`config.mk`:
```
export PLATFORM = sky130hd
export DESIGN_NAME = pc_fetch
export DESIGN_NICKNAME = d
export VERILOG_FILES = /design/src/rtl/pc_fetch.sv
export SDC_FILE = /design/constraint.sdc
export NUM_CORES = 1
export LEC_CHECK = 0
export ABC_AREA = 1
export CORE_UTILIZATION = 40
export DETAILED_ROUTE_END_ITERATION = 10
export GPL_TIMING_DRIVEN = 0
export PLACE_DENSITY = 0.74
export SYNTH_ARGS = -nofsm -noshare
export SYNTH_HDL_FRONTEND = slang
export SYNTH_SLANG_ARGS = --single-unit
```
`constraint.sdc`:
```
create_clock -name clk -period 1.6 [get_ports clk]
set_clock_uncertainty 0.15 [all_clocks]
set_input_delay 0.16 -clock clk [delete_from_list [all_inputs] [get_ports clk]]
set_output_delay 0.16 -clock clk [all_outputs]
set_load 0.01 [all_outputs]
```
`src/rtl/pc_fetch.sv`:
```
// Program counter and fetch sequencer: presents instruction addresses to decode
// over a valid/ready handshake, with a one-cycle bubble after boot and each jump.
module pc_fetch #(
  parameter int unsigned          WIDTH        = 16,
  parameter logic [WIDTH-1:0]     RESET_VECTOR = '0
) (
  input  logic             clk,
  input  logic             rst,
  input  logic             load_en,
  input  logic [WIDTH-1:0] load_addr,
  input  logic             hold,
  output logic [WIDTH-1:0] pc,
  output logic             out_valid,
  input  logic             out_ready,
  output logic             wrapped
);

  localparam logic [1:0] StBoot   = 2'd0;
  localparam logic [1:0] StRun    = 2'd1;
  localparam logic [1:0] StBubble = 2'd2;

  logic [1:0]       state_q, state_d;
  logic [WIDTH-1:0] pc_q, pc_d;
  logic             wrapped_q, wrapped_d;
  logic             valid;
  logic             transfer;

  // Valid is decoded from state only, so no input reaches an output combinationally.
  assign valid    = (state_q == StRun);
  assign transfer = valid & out_ready;

  always_comb begin
    state_d   = state_q;
    pc_d      = pc_q;
    wrapped_d = wrapped_q;
    if (load_en) begin
      // A same-cycle transfer is consumed by decode; its increment is dropped.
      pc_d      = load_addr;
      state_d   = StBubble;
      wrapped_d = 1'b0;
    end else if (!hold) begin
      case (state_q)
        StBoot:   state_d = StRun;
        StBubble: state_d = StRun;
        StRun: begin
          if (transfer) begin
            pc_d = pc_q + {{(WIDTH-1){1'b0}}, 1'b1};
            if (&pc_q) wrapped_d = 1'b1;
          end
        end
        default:  state_d = StBoot;
      endcase
    end
  end

  always_ff @(posedge clk or posedge rst) begin
    if (rst) begin
      state_q   <= StBoot;
      pc_q      <= RESET_VECTOR;
      wrapped_q <= 1'b0;
    end else begin
      state_q   <= state_d;
      pc_q      <= pc_d;
      wrapped_q <= wrapped_d;
    end
  end

  assign pc        = pc_q;
  assign out_valid = valid;
  assign wrapped   = wrapped_q;

endmodule

```
---- Word-level counts from Yosys, hierarchy flattened ----
Cells that the tools add are included.
word-level totals
  flip-flop bits (word level) ............. 19
  output and inout bits ................... 18
  logic and storage cells ................. 30
operators by class
  $add $sub $neg .......................... 1
  equality and inequality tests ........... 4
  multiplexer cells ....................... 12
  bitwise gates (word level) .............. 1
  reduce and logical (&&, ||, !) cells .... 9
operators by type and width
  cell                     count
  $mux W16                 4
  $add A16 B1 Y16 const B  1
  $reduce_and A16 Y1       1
  $reduce_bool A2 Y1       3
  $mux W1                  5
  $mux W2                  2
  $ne A2 B2 Y1 const B     2
  $pmux W2 S2              1
  $reduce_and A4 Y1        1
  $reduce_and A3 Y1        1
  $eq A2 B1 Y1 const B     1
  $eq A2 B2 Y1 const B     1
  $logic_not A2 Y1         1
  $reduce_and A2 Y1        1
  $reduce_or A2 Y1         1
  $and A1 B1 Y1            1

---- Longest topological paths before layout ----
  depth after elaboration ................. 6
  mapped depth ............................ 8
  depth with buffers taken out ............ 8

---- Least setup slack after synthesis ----
No wires, ideal clock.
  path type ............................... flip-flop to flip-flop
  start ................................... register pc_q[0], in the netlist pc[0]
  end ..................................... register pc_q[12], in the netlist pc[12]
  arrival time ............................ 1142 ps
  setup slack ............................. 190 ps
  stages on the path, launching flop included .. 7
  buffers on the path ..................... 0
  period minus slack after synthesis ...... 1410 ps
  cell sequence ........................... dfrtp_1 > ha_1 > nand3_2 > nor2_2 > nand3_1 > nand3_1 > nand2_1
on the way
  word-level cells in the longest chain between the ends .. 5
RTL lines
  element                   RTL line  RTL
  start: declaration        23        logic [WIDTH-1:0] pc_q, pc_d;
  start signal: assignment  63        pc_q <= pc_d;
  $add A16 B1 Y16           47        pc_d = pc_q + {{(WIDTH-1){1'b0}}, 1'b1};
  $mux W16                  46        if (transfer) begin
  $mux W16                  42        case (state_q)
  $mux W16                  41        end else if (!hold) begin
  $mux W16                  36        if (load_en) begin
No other way between the ends. The select of a mux whose other input is x is not followed.
A chain may end at the register's enable or synchronous reset.

---- Final worst setup path ----
  start ................................... register pc_q[14], in the netlist pc[14]
  end ..................................... output port pc[14]
RTL lines
  element           RTL line  RTL
  end: declaration  12        output logic [WIDTH-1:0] pc,
No word-level cell between the ends.

==> results_dict.tcl <==
set metrics [dict create \
    r2r_slack_ns 0.10 \
    reg2reg_depth 7 \
    status "completed" \
    endpoint_kind "primary output" \
    cts-root-buf "clkbuf_4" \
    max_freq_ghz 0.644 \
    crit_start "pc[14]$_DFFE_PP0P_" \
    critPathTopFamily "buffers and inverters" \
    drc 0 \
    insertedDiodeCount 0 \
    path_max_fanout 3 \
    cp-endpoint "pc[14]" \
    min_path_type "in2reg" \
    dp.cells 273 \
    rows 20 \
    ys_warn_count 0 \
    slew_headroom_pct 49.4 \
    final_area_sq_um 1920 \
    initial_core_util_pct 42.9 \
    drt_iter0_drc 62 \
    synthCells 192 \
    synthArstFlopShare_pct 100 \
    synth.avg_cell_area_sq_um 6.99 \
    overflow 0 \
    path_buf_inv 1 \
    setup_viol 0 \
    dp_hpwl_um 2380 \
    reg2reg_from "pc[1]$_DFFE_PP0P_" \
    met1_usage_pct 28.6 \
    critical_path_class "reg2out" \
    dr.pass1.iters 4 \
    synth_top_area_share_pct 35.4 \
    path_depth 1 \
    grt_pass1_wl_um 5640 \
    ys_types 27 \
    maxCapViolations 0 \
    synth.area.top_cells "dfrtp_1 35%, nand2_1 17%, nand3_1 7.1%, inv_1 6.4%, nor2_1 5.0%" \
    final_common_cell "nand2_1" \
    clock_path_buffers 2 \
    rr_endpoint "pc[12]$_DFFE_PP0P_" \
    power.static_leakage_nw 0.921 \
    crit_slowest_cell "clkdlybuf4s50_1" \
    synth_seq_cells 19 \
    insertion_delay_ns 0.31 \
    grt_max_degree 20 \
    die-area_sq_um 3590 \
    place_area_sq_um 1770 \
    tns_ns 0 \
    slew_viol_final 0 \
    route.detailed.wl_per_inst_um 11.2 \
    vias_per_cell 4.85 \
    synth_ff_type "dfrtp_1" \
    layout.nets 272 \
    fin_cells 293 \
    globalRouteMet3Util_pct 2.60 \
    startpoint_type "flop" \
    ant_nets 0 \
    io_buffers 37 \
    nFillCells 297 \
    grt_pass1_vias 1280 \
    arrival_ns 1.24 \
    syn-num-nets 214 \
    vias 1422 \
    crit_required_ns 1.29 \
    post-route-util_pct 61.4 \
    cts_max_level 1 \
    p_per_area_nw_per_um2 677 \
    synth_area_sq_um 1340 \
    final_cell_mix "59 x nand2_1, 33 x clkdlybuf4s50_1, 23 x inv_1, 19 x nand3_1, 18 x nor2_1" \
    period_share_pct 97.1 \
    worstPathCellList "clkdlybuf4s50_1" \
    die_h_um 59.9 \
    grtUsageTotal_pct 21.0 \
    ioPinCount 39 \
    final_layout_size_suffix_gt1_share_pct 19.7 \
    clkSinkCount 19 \
    die_w_um 59.9 \
    yosysSeqAreaShare_pct 35.4 \
    ir_drop_mv 0.351 \
    clk_pin_slew_ns 0.12 \
    core_area_sq_um 3130 \
    max_stage_delay_ns 0.54 \
    finalHoldViolations 0 \
    fin_hold_ws_ns 0.113 \
    numCtsBuffers 3 \
    gp_congestion 0.837 \
    antenna_found_initial 0 \
    grt_use_met2_pct 34.9 \
    synthToLayoutAreaGrowth_pct 43.3 \
    cts_tree "yes" \
    routed_wl_um 3290 \
    rsz0062_at_grt "true" \
    busiest_layer "met2" \
    worst_slew_pin_slew_ns 0.759 \
    min_period_ns 1.55 \
    synth-edff-count 0 \
    yosysTopAreaCell "dfrtp_1" \
]
[routing by layer]
metal  share of wire, %  routed length [um]
met5                  0                   0
met4                1.2                  39
met3                3.6                 118
met2                 46                1510
met1                 49                1620
[timing repair]
action / CTS / global route
cloned: 0 / 0
hold buffers: 0 / 0
endpoints found under the hold margin: 0 / 0
resized for setup: 6 / 2
setup endpoints to repair: 15 / 8
setup buffers: 14 / 2
[worst min-delay path by stage]
stage | start | to | cells after the start
3_3_place_gp | state_q[0]$_DFFE_PP0P_ | state_q[0]$_DFFE_PP0P_ | 1
3_5_place_dp | state_q[0]$_DFFE_PP0P_ | state_q[0]$_DFFE_PP0P_ | 1
2_1_floorplan | rst | pc[0]$_DFFE_PP0P_ | 1
5_1_grt | load_en | pc[0]$_DFFE_PP0P_ | 3
6_report | load_en | pc[0]$_DFFE_PP0P_ | 3
4_1_cts | load_en | pc[0]$_DFFE_PP0P_ | 3
[final cells by class]
class	instances	area (sq um)	area share (%)
Buffer	3	17.5	0.911
Inverter	28	110	5.73
Sequential cell	19	480	25.0
Tap cell	44	55.1	2.86
Timing Repair Buffer	53	493	25.7
Multi-Input combinational cell	142	738	38.4
Clock buffer	3	22.5	1.17
Clock inverter	1	5.00	0.260
[kinds of logic after synthesis]
kind of cell	Yosys count	synth area share, %
and+or+nand+nor	118	43.8
buffers and inverters	31	9.51
AOI/OAI and AO/OA	20	8.30
DFF	19	35.4
xor gates and xnor gates	3	1.96
adders and majority gates	1	0.933
[synth_stat cells, types with 2 or more instances]
| cell | count |
|---|---|
| nand2_2 | 3 |
| o211ai_1 | 2 |
| nand3_1 | 19 |
| nand3_2 | 2 |
| xor2_1 | 3 |
| buf_2 | 2 |
| o21ai_0 | 6 |
| a31oi_1 | 2 |
| nor2_4 | 2 |
| nor2_1 | 18 |
| nand2_1 | 59 |
| inv_1 | 23 |
| nor2_2 | 5 |
| inv_2 | 4 |
| nand4_1 | 5 |
| o21ai_1 | 8 |
| dfrtp_1 | 19 |
[state kept, by name, indices dropped and copies added (netlist names)]
name,count
wrapped,1
pc,16
state_q,2
[per-stage QoR]
stage                     setup WS [ns]  power, mW
final                            0.0470       1.30
after global routing            -0.0264       1.39
after CTS                       0.00319       1.30
after detailed placement         0.0675      0.992
after global placement           0.0781      0.987
after floorplan                   0.190      0.804
[worst min-delay path, stage by stage]
cell	delay, ns
buf_2	0.17
a21oi_1	0.14
o21ai_1	0.07
[power by group]
group          switching, mW  internal [mW]  leakage, nW
combinational          0.239          0.238        0.678
clock                  0.168         0.0934       0.0177
sequential            0.0327          0.529        0.225
No activity file was read; power rests on OpenSTA's default activity.
